**src/rtl/l2_dram_port.sv**
```systemverilog
// rtl/l2_dram_port.sv - L2 line fills and dirty writebacks mapped onto AXI4 INCR bursts
module l2_dram_port #(
    parameter int ADDR_W     = 32,
    parameter int LINE_BYTES = 64,
    parameter int DATA_W     = 64,
    parameter int ID_W       = 3
) (
    input  logic                                 clock,
    input  logic                                 reset,
    input  logic                                 fill_req_valid,
    output logic                                 fill_req_ready,
    input  logic [ID_W+ADDR_W-1:0]               fill_req_pkt,
    output logic                                 fill_rsp_valid,
    input  logic                                 fill_rsp_ready,
    output logic [ID_W+1+8*LINE_BYTES-1:0]       fill_rsp_pkt,
    input  logic                                 wb_req_valid,
    output logic                                 wb_req_ready,
    input  logic [ADDR_W+8*LINE_BYTES-1:0]       wb_req_pkt,
    output logic                                 wb_done_valid,
    output logic                                 wb_done_err,
    output logic                                 ar_valid,
    input  logic                                 ar_ready,
    output logic [ADDR_W+12:0]                   ar_pkt,
    input  logic                                 r_valid,
    output logic                                 r_ready,
    input  logic [DATA_W+2:0]                    r_pkt,
    output logic                                 aw_valid,
    input  logic                                 aw_ready,
    output logic [ADDR_W+12:0]                   aw_pkt,
    output logic                                 w_valid,
    input  logic                                 w_ready,
    output logic [DATA_W+DATA_W/8:0]             w_pkt,
    input  logic                                 b_valid,
    output logic                                 b_ready,
    input  logic [1:0]                           b_resp
);
    localparam int LINE_W = 8 * LINE_BYTES;
    localparam int BEATS  = LINE_W / DATA_W;
    localparam int CNT_W  = $clog2(BEATS);
    localparam logic [CNT_W-1:0] LAST_BEAT = CNT_W'(BEATS - 1);
    localparam logic [12:0] BURST_ATTR = {8'(BEATS - 1), 3'($clog2(DATA_W / 8)), 2'b01};
    localparam logic [ADDR_W-1:0] OFF_MASK = ADDR_W'(LINE_BYTES - 1);

    typedef enum logic [1:0] {R_IDLE, R_ADDR, R_DATA, R_RSP} r_state_t;
    typedef enum logic [1:0] {W_IDLE, W_BUSY, W_RESP} w_state_t;

    function automatic logic [ADDR_W-1:0] line_addr(input logic [ADDR_W-1:0] a);
        return a & ~OFF_MASK;
    endfunction

    r_state_t r_state, r_next;
    w_state_t w_state, w_next;
    logic alive;
    logic [ID_W-1:0] fill_id;
    logic [ADDR_W-1:0] fill_addr, wb_addr;
    logic [BEATS-1:0][DATA_W-1:0] rd_line, wb_line;
    logic [CNT_W-1:0] r_cnt, w_cnt;
    logic r_err, aw_done, w_sent;
    logic fill_fire, wb_fire, hazard, aw_fire, w_fire, w_last_fire;

    // Readies stay low until the first edge after reset release.
    always_ff @(posedge clock or negedge reset) begin
        if (!reset) alive <= 1'b0;
        else        alive <= 1'b1;
    end

    // A writeback accepted this cycle counts as in flight, so it wins a same-line race.
    always_comb begin
        wb_req_ready   = alive && (w_state == W_IDLE);
        wb_fire        = wb_req_valid && wb_req_ready;
        hazard         = ((w_state != W_IDLE) && (line_addr(fill_req_pkt[ADDR_W-1:0]) == wb_addr)) ||
                         (wb_fire && (line_addr(fill_req_pkt[ADDR_W-1:0]) ==
                                      line_addr(wb_req_pkt[ADDR_W+LINE_W-1:LINE_W])));
        fill_req_ready = alive && (r_state == R_IDLE) && !hazard;
        fill_fire      = fill_req_valid && fill_req_ready;
        aw_fire        = aw_valid && aw_ready;
        w_fire         = w_valid && w_ready;
        w_last_fire    = w_fire && (w_cnt == LAST_BEAT);
    end

    always_ff @(posedge clock or negedge reset) begin
        if (!reset) r_state <= R_IDLE;
        else        r_state <= r_next;
    end

    always_comb begin
        r_next = r_state;
        case (r_state)
            R_IDLE:  if (fill_fire) r_next = R_ADDR;
            R_ADDR:  if (ar_ready) r_next = R_DATA;
            R_DATA:  if (r_valid && (r_cnt == LAST_BEAT)) r_next = R_RSP;
            R_RSP:   if (fill_rsp_ready) r_next = R_IDLE;
            default: r_next = R_IDLE;
        endcase
    end

    always_comb begin
        ar_valid       = (r_state == R_ADDR);
        r_ready        = (r_state == R_DATA);
        fill_rsp_valid = (r_state == R_RSP);
        ar_pkt         = ar_valid ? {fill_addr, BURST_ATTR} : '0;
        fill_rsp_pkt   = {fill_id, r_err, rd_line};
    end

    always_ff @(posedge clock or negedge reset) begin
        if (!reset) begin
            fill_id   <= '0;
            fill_addr <= '0;
            rd_line   <= '0;
            r_cnt     <= '0;
            r_err     <= 1'b0;
        end else begin
            if (fill_fire) begin
                fill_id   <= fill_req_pkt[ID_W+ADDR_W-1:ADDR_W];
                fill_addr <= line_addr(fill_req_pkt[ADDR_W-1:0]);
                r_cnt     <= '0;
                r_err     <= 1'b0;
            end
            if (r_valid && r_ready) begin
                rd_line[r_cnt] <= r_pkt[DATA_W+2:3];
                r_cnt          <= r_cnt + 1'b1;
                if ((r_pkt[2:1] != 2'b00) || (r_pkt[0] != (r_cnt == LAST_BEAT)))
                    r_err <= 1'b1;
            end
        end
    end

    always_ff @(posedge clock or negedge reset) begin
        if (!reset) w_state <= W_IDLE;
        else        w_state <= w_next;
    end

    // AW and W finish in either order; the state moves on once both have.
    always_comb begin
        w_next = w_state;
        case (w_state)
            W_IDLE:  if (wb_fire) w_next = W_BUSY;
            W_BUSY:  if ((aw_done || aw_fire) && (w_sent || w_last_fire)) w_next = W_RESP;
            W_RESP:  if (b_valid) w_next = W_IDLE;
            default: w_next = W_IDLE;
        endcase
    end

    always_comb begin
        aw_valid = (w_state == W_BUSY) && !aw_done;
        w_valid  = (w_state == W_BUSY) && !w_sent;
        b_ready  = (w_state == W_RESP);
        aw_pkt   = aw_valid ? {wb_addr, BURST_ATTR} : '0;
        w_pkt    = w_valid ? {wb_line[w_cnt], {(DATA_W/8){1'b1}}, (w_cnt == LAST_BEAT)} : '0;
    end

    always_ff @(posedge clock or negedge reset) begin
        if (!reset) begin
            wb_addr       <= '0;
            wb_line       <= '0;
            w_cnt         <= '0;
            aw_done       <= 1'b0;
            w_sent        <= 1'b0;
            wb_done_valid <= 1'b0;
            wb_done_err   <= 1'b0;
        end else begin
            if (wb_fire) begin
                wb_addr <= line_addr(wb_req_pkt[ADDR_W+LINE_W-1:LINE_W]);
                wb_line <= wb_req_pkt[LINE_W-1:0];
                w_cnt   <= '0;
                aw_done <= 1'b0;
                w_sent  <= 1'b0;
            end
            if (aw_fire) aw_done <= 1'b1;
            if (w_fire) begin
                w_cnt <= w_cnt + 1'b1;
                if (w_last_fire) w_sent <= 1'b1;
            end
            wb_done_valid <= b_valid && b_ready;
            wb_done_err   <= b_valid && b_ready && (b_resp != 2'b00);
        end
    end
endmodule

```
**config.mk**
```make
export PLATFORM = sky130hd
export DESIGN_NAME = l2_dram_port
export DESIGN_NICKNAME = d
export VERILOG_FILES = /design/src/rtl/l2_dram_port.sv
export SDC_FILE = /design/constraint.sdc
export NUM_CORES = 2
export LEC_CHECK = 0
export CAP_MARGIN = 20
export CORE_AREA = 4 4 519 521
export DETAILED_ROUTE_END_ITERATION = 6
export DIE_AREA = 0 0 523 525
export PLACE_DENSITY = 0.37
export SETUP_SLACK_MARGIN = 0.15
export SYNTH_ARGS = -nofsm -noshare
export SYNTH_HDL_FRONTEND = slang
export SYNTH_SLANG_ARGS = --single-unit
```
**constraint.sdc**
```tcl
create_clock -name clock -period 3.6 [get_ports clock]
set_input_delay 0.72 -clock clock [delete_from_list [all_inputs] [get_ports clock]]
set_output_delay 0.72 -clock clock [all_outputs]
set_load 0.01 [all_outputs]
```
### Word level (Yosys, flattened, before mapping)

Cells that the tools add are included.

| cells by class | value |
|---|---|
| add/sub/neg operators | 2 |
| $lt $le $gt $ge | 3 |
| equal/unequal tests | 17 |
| muxes and demuxes | 29 |
| reduce and logical (&&, ||, !) cells | 35 |

Operators with widths:

| kind | number |
|---|---|
| bitwise mux 512 bit | 1 |
| binary-select mux 64 bit (select 3 bit) | 1 |
| demux 64 bit (select 3 bit) | 1 |
| two-way mux 64 bit | 2 |
| two-way mux 45 bit | 2 |
| two-way mux 73 bit | 1 |
| == test 26 bit | 2 |
| logical AND 1 bit | 18 |
| two-way mux 2 bit | 7 |
| two-way mux 3 bit | 4 |
| nonzero test 2 bit | 6 |
| < comparator 3 x 4 -> 1 bit, second input constant | 2 |
| two-way mux 1 bit | 8 |
| != test 2 bit, second input constant | 4 |
| case mux 2 bit (4 select lines) | 1 |
| adder 3 x 1 -> 3 bit, second input constant | 2 |
| == test 2 bit, second input constant | 3 |
| == test 3 bit, second input constant | 2 |
| != test 2 x 1 -> 1 bit, second input constant | 3 |
| case mux 2 bit (3 select lines) | 1 |
| == test 2 x 1 -> 1 bit, second input constant | 2 |
| logical NOT 2 bit | 2 |
| logical OR 1 bit | 4 |
| AND reduction 4 bit | 1 |
| other kinds (4) | 6 |

| word-level totals | value |
|---|---|
| flip-flop bits (word level) | 1095 |
| input port bits | 658 |
| output and inout port bits | 689 |

### Logic depth before layout (Yosys ltp)

| depth | value |
|---|---|
| depth in word-level cells | 11 |
| depth in mapped cells | 8 |
| depth with buffers taken out | 7 |

### Least setup slack after synthesis

OpenSTA, ideal clock, no wires.

| path | value |
|---|---|
| path kind | flip-flop to output port |
| start point | reg w_cnt[0] |
| end point | out w_pkt[30] |
| data arrival time | 1942 ps |
| required time | 2880 ps |
| path slack | 938 ps |
| cell stages (with the launch flop) | 7 |
| path buffers | 3 |
| path through | dfrtp_1 > clkbuf_1 > clkbuf_1 > buf_1 > mux4_2 > mux2i_1 > nor2_1 |

| between the ends | value |
|---|---|
| longest elaborated chain between the ends | 3 |

Ends and longest elaborated chain:

| element | RTL line | text |
|---|---|---|
| from (decl) | 57 | `logic [CNT_W-1:0] r_cnt, w_cnt;` |
| from (signal assigned) | 171 | `w_cnt <= w_cnt + 1'b1;` |
| binary-select mux 64 bit (select 3 bit) | 149 | `w_pkt = w_valid ? {wb_line[w_cnt], {(DATA_W/8){1'b1}}, (w_cnt == LAST_BEAT)} : '0;` |
| two-way mux 64 bit (not written as such) | 149 |  |
| two-way mux 73 bit | 149 |  |
| to (decl) | 32 | `output logic [DATA_W+DATA_W/8:0] w_pkt,` |

No other way between the ends. The select of a mux whose other input is x is not followed.

### Final worst setup path

| path | value |
|---|---|
| start point | in fill_req_pkt[28] |
| end point | out fill_req_ready |

| between the ends | value |
|---|---|
| longest elaborated chain between the ends | 5 |
| elaborated cells between the ends (all ways) | 7 |
| classes of those cells | eq/ne (2); reduce/logical (5) |

Ends and longest elaborated chain:

| element | RTL line | text |
|---|---|---|
| from (decl) | 12 | `input logic [ID_W+ADDR_W-1:0] fill_req_pkt,` |
| == test 26 bit (on tied branches) | 71, 72 |  |
| logical AND 1 bit (on tied branches) | 71, 72 |  |
| logical OR 1 bit * | 71 | `hazard = ((w_state != W_IDLE) && (line_addr(fill_req_pkt[ADDR_W-1:0]) == wb_addr)) \|\|` |
| logical NOT 1 bit * | 74 | `fill_req_ready = alive && (r_state == R_IDLE) && !hazard;` |
| logical AND 1 bit * | 74 |  |
| to (decl) | 11 | `output logic fill_req_ready,` |

Mark *: on every way between the ends. The rest lies on a longest branch, timed or not.

==> impl_metrics.toml <==
[timing]
setup_viol = 0
max_slew_margin = 0.466
maxSlewViolCount = 0
finalClockSkew_ns = 0.0854
rsz0062_at_grt = "true"
fmax_ghz = 0.279
hold_viol = 0
holdWs_ns = 0.404
worstMarginPinSlew_ns = 0.798
min_period_ns = 3.58
period_share = 0.995
tns_ns = 0

[outcome]
status = "complete, no violations"

[die]
ios = 1347
dieWidth_um = 523
core_area_um2 = 265000
die_height_um = 525
initial_core_util = 0.174
rows = 189
die-area_um2 = 275000

[setup_path]
worstPathArrival_ns = 2.86
crit_fanout = 3
reg2reg_slack_ns = 0.83
start_kind = "input pin"
crit_path_start = "fill_req_pkt[28]"
cp.required_ns = 2.88
r2r_cells = 6
criticalPathCategory = "in2out"
crit_path_end_kind = "output port"
timing.rr.start = "r_state[0]$_DFFE_PN0P_"

[synth]
postSynthCellCount = 3977
synth_top_area_share = 0.594
muxShareOfSynthArea = 0.211
synth_simple_gate_area_frac = 0.151
synth_seq_cells = 1095
synth_xor_area_frac = 0.0101
syn_area_um2 = 46100
synth_top_family_by_area = "multiplexers"
avgSynthCellArea_um2 = 11.6
ys_warn_count = 0
synthAdderAreaFrac = 0.00244
ys_types = 45
synth_compound_area_frac = 0.00393
ys_seq_area_frac = 0.594
yosys.area.top_type = "dfrtp_1"
yosys-top-cells-area = "dfrtp_1 59%, nand2_1 13%, mux2_2 13%"

[routing]
wl_met2_um = 112000
ant_nets = 0
wl_per_cell_um = 25.8
met3WireLength_um = 24000
wl_um = 234000
drc = 0
num_vias = 35800
wl_met1_um = 89000
first_pass_iters = 7
via_per_inst = 3.94
top_layer_used = "met5"
drtIter0Drc = 1770

[clock_tree]
clock_sinks = 1095
cts_max_path_buffers = 3
cts_root_buf = "clkbuf_16"
clkTransAtPathRegs_ns = 0.05
cts_buffers = 142
clk_latency_ns = 0.80
htree_levels = 4
cts_tree = "built"

[layout]
drive_above_1_share = 0.218
layout.cells.non_filler = 9080
area_growth_pct = 51.3
fin_nets = 6076

[global_routing]
grt_max_degree = 115
grt_pass1_wl_um = 321000
gr-usage-all-layers = 0.166
overflow = 0
antenna_found_initial = 111
grt_pass1_vias = 38400

[power_and_ir_drop]
p_per_area_nw_per_um2 = 792
peakVddDrop_mv = 0.459
leakage_nw = 31.8

[hold_path]
hold-path-cell-count = 3
holdCritPathClass = "in2reg"
hp-start = "fill_req_pkt[27]"

[place]
port_buffers = 1308
dpl.cell_count = 8744
place_hpwl_um = 179000
gp_congestion = 0.825

[flow_run]
cap_violations = 0
worst max-delay path: stages:
cell,delay [ns]
clkdlybuf4s50_1,0.40
buf_4,0.17
xor2_1,0.21
nor4_1,0.28
buf_4,0.17
nand2_1,0.12
o311ai_4,0.52
nor2_4,0.11
buf_6,0.14
repair_timing:
item,4_1_cts,5_1_grt
hold buffers,1,0
buffers inserted,30,17
pin swaps,13,8
cloned,6,0
resized for setup,283,73
endpoints found under the hold margin,22,0
endpoints found under the setup margin,102,94
path summary, 6_finish.rpt:
check,to
min in group asynchronous,wb_line[322]$_DFFE_PN0P_
hold reg to reg,wb_line[214]$_DFFE_PN0P_
setup / recovery,fill_req_ready
hold / removal,fill_addr[27]$_DFFE_PN0P_
setup reg to reg,fill_rsp_pkt[95]$_DFFE_PN0P_
max in group asynchronous,wb_line[402]$_DFFE_PN0P_
metal layers:
layer | vias up | global-route usage
met1 | 18100 | 0.187
li1 | 15900 | -
met5 | - | 0.00228
met4 | 64 | 0.0624
met2 | 1312 | 0.274
met3 | 369 | 0.0739
area by class of cell:
class,count,area [um^2]
tap,3533,4420
antenna,41,103
timing repair buffer,1530,15500
fill,27800,195000
clock inverter,30,523
clock buffer,211,4070
inverter,7,30.0
multi-input combinational,2633,17700
sequential,1095,27400
sequential cells by signal, indices dropped and copies added, names as in the netlist:
name	flops
alive	1
wb_line	512
w_state	2
aw_done	1
fill_id	3
r_err	1
w_sent	1
r_cnt	3
wb_done_valid	1
wb_done_err	1
r_state	2
wb_addr	26
w_cnt	3
fill_rsp_pkt	512
fill_addr	26
layout by cell type (no fill, tap or decap), drive strengths merged, types with 13 or more instances in the layout:
cell type      Yosys  final
xor2              40     40
mux2i             64     64
clkinv             0     20
mux2             541    541
diode              0     41
and2              54     54
mux4             128    128
clkbuf           157    219
conb               2     27
clkdlybuf4s50      0   1237
dfrtp           1095   1095
nor2              72     72
nand2           1626   1626
xnor2             13     13
buf              110    275
cells in the mapped netlist, drive strengths merged:
master and count:
a31o 1, a222oi 1, ha 9, xnor2 13
a22o 2, dfrtp 1095, and2 54, a32o 2
mux2 541, o311a 2, or3 1, inv 7
xor2 40, nand3 5, nand2 1626, buf 110
mux4 128, o22ai 1, o21ai 5, nor2b 1
or4 1, o31ai 2, nor2 72, nor3b 1
mux2i 64, o21a 1, clkbuf 157, nand2b 5
nand4 4, and3 2, a21oi 2, a31oi 1
o311ai 2, nor4 11, nor3 6, conb 2
power breakdown:
group | total [mW] | leakage (nW) | internal, mW | switching, mW
Sequential | 20.1 | 14.1 | 17.1 | 3.02
Combinational | 21.0 | 15.5 | 10.7 | 10.2
Clock | 14.1 | 2.20 | 8.06 | 6.06
cells by family after synthesis:
logic type,Yosys count
xor gates and xnor gates,53
buffers and inverters,274
AOI/OAI and AO/OA,22
and+or+nand+nor,1789
adders and majority gates,9
DFF,1095
other,2
muxes,733
per-stage QoR:
| stage | utilization | power [mW] | area, um^2 | setup slack (ns) |
|---|---|---|---|---|
| 3_5_place_dp | 0.244 | 40.9 | 64500 | -0.533 |
| 4_1_cts | 0.263 | 56.1 | 69500 | -0.0661 |
| 6_report | 0.264 | 55.2 | 69800 | 0.0177 |
| 3_3_place_gp | 0.244 | 40.7 | 64500 | -0.584 |
| 5_1_grt | 0.264 | 58.6 | 69800 | -0.0649 |
| 2_1_floorplan | - | 29.2 | 46200 | 0.938 |
No activity file was read; power rests on OpenSTA's default activity.
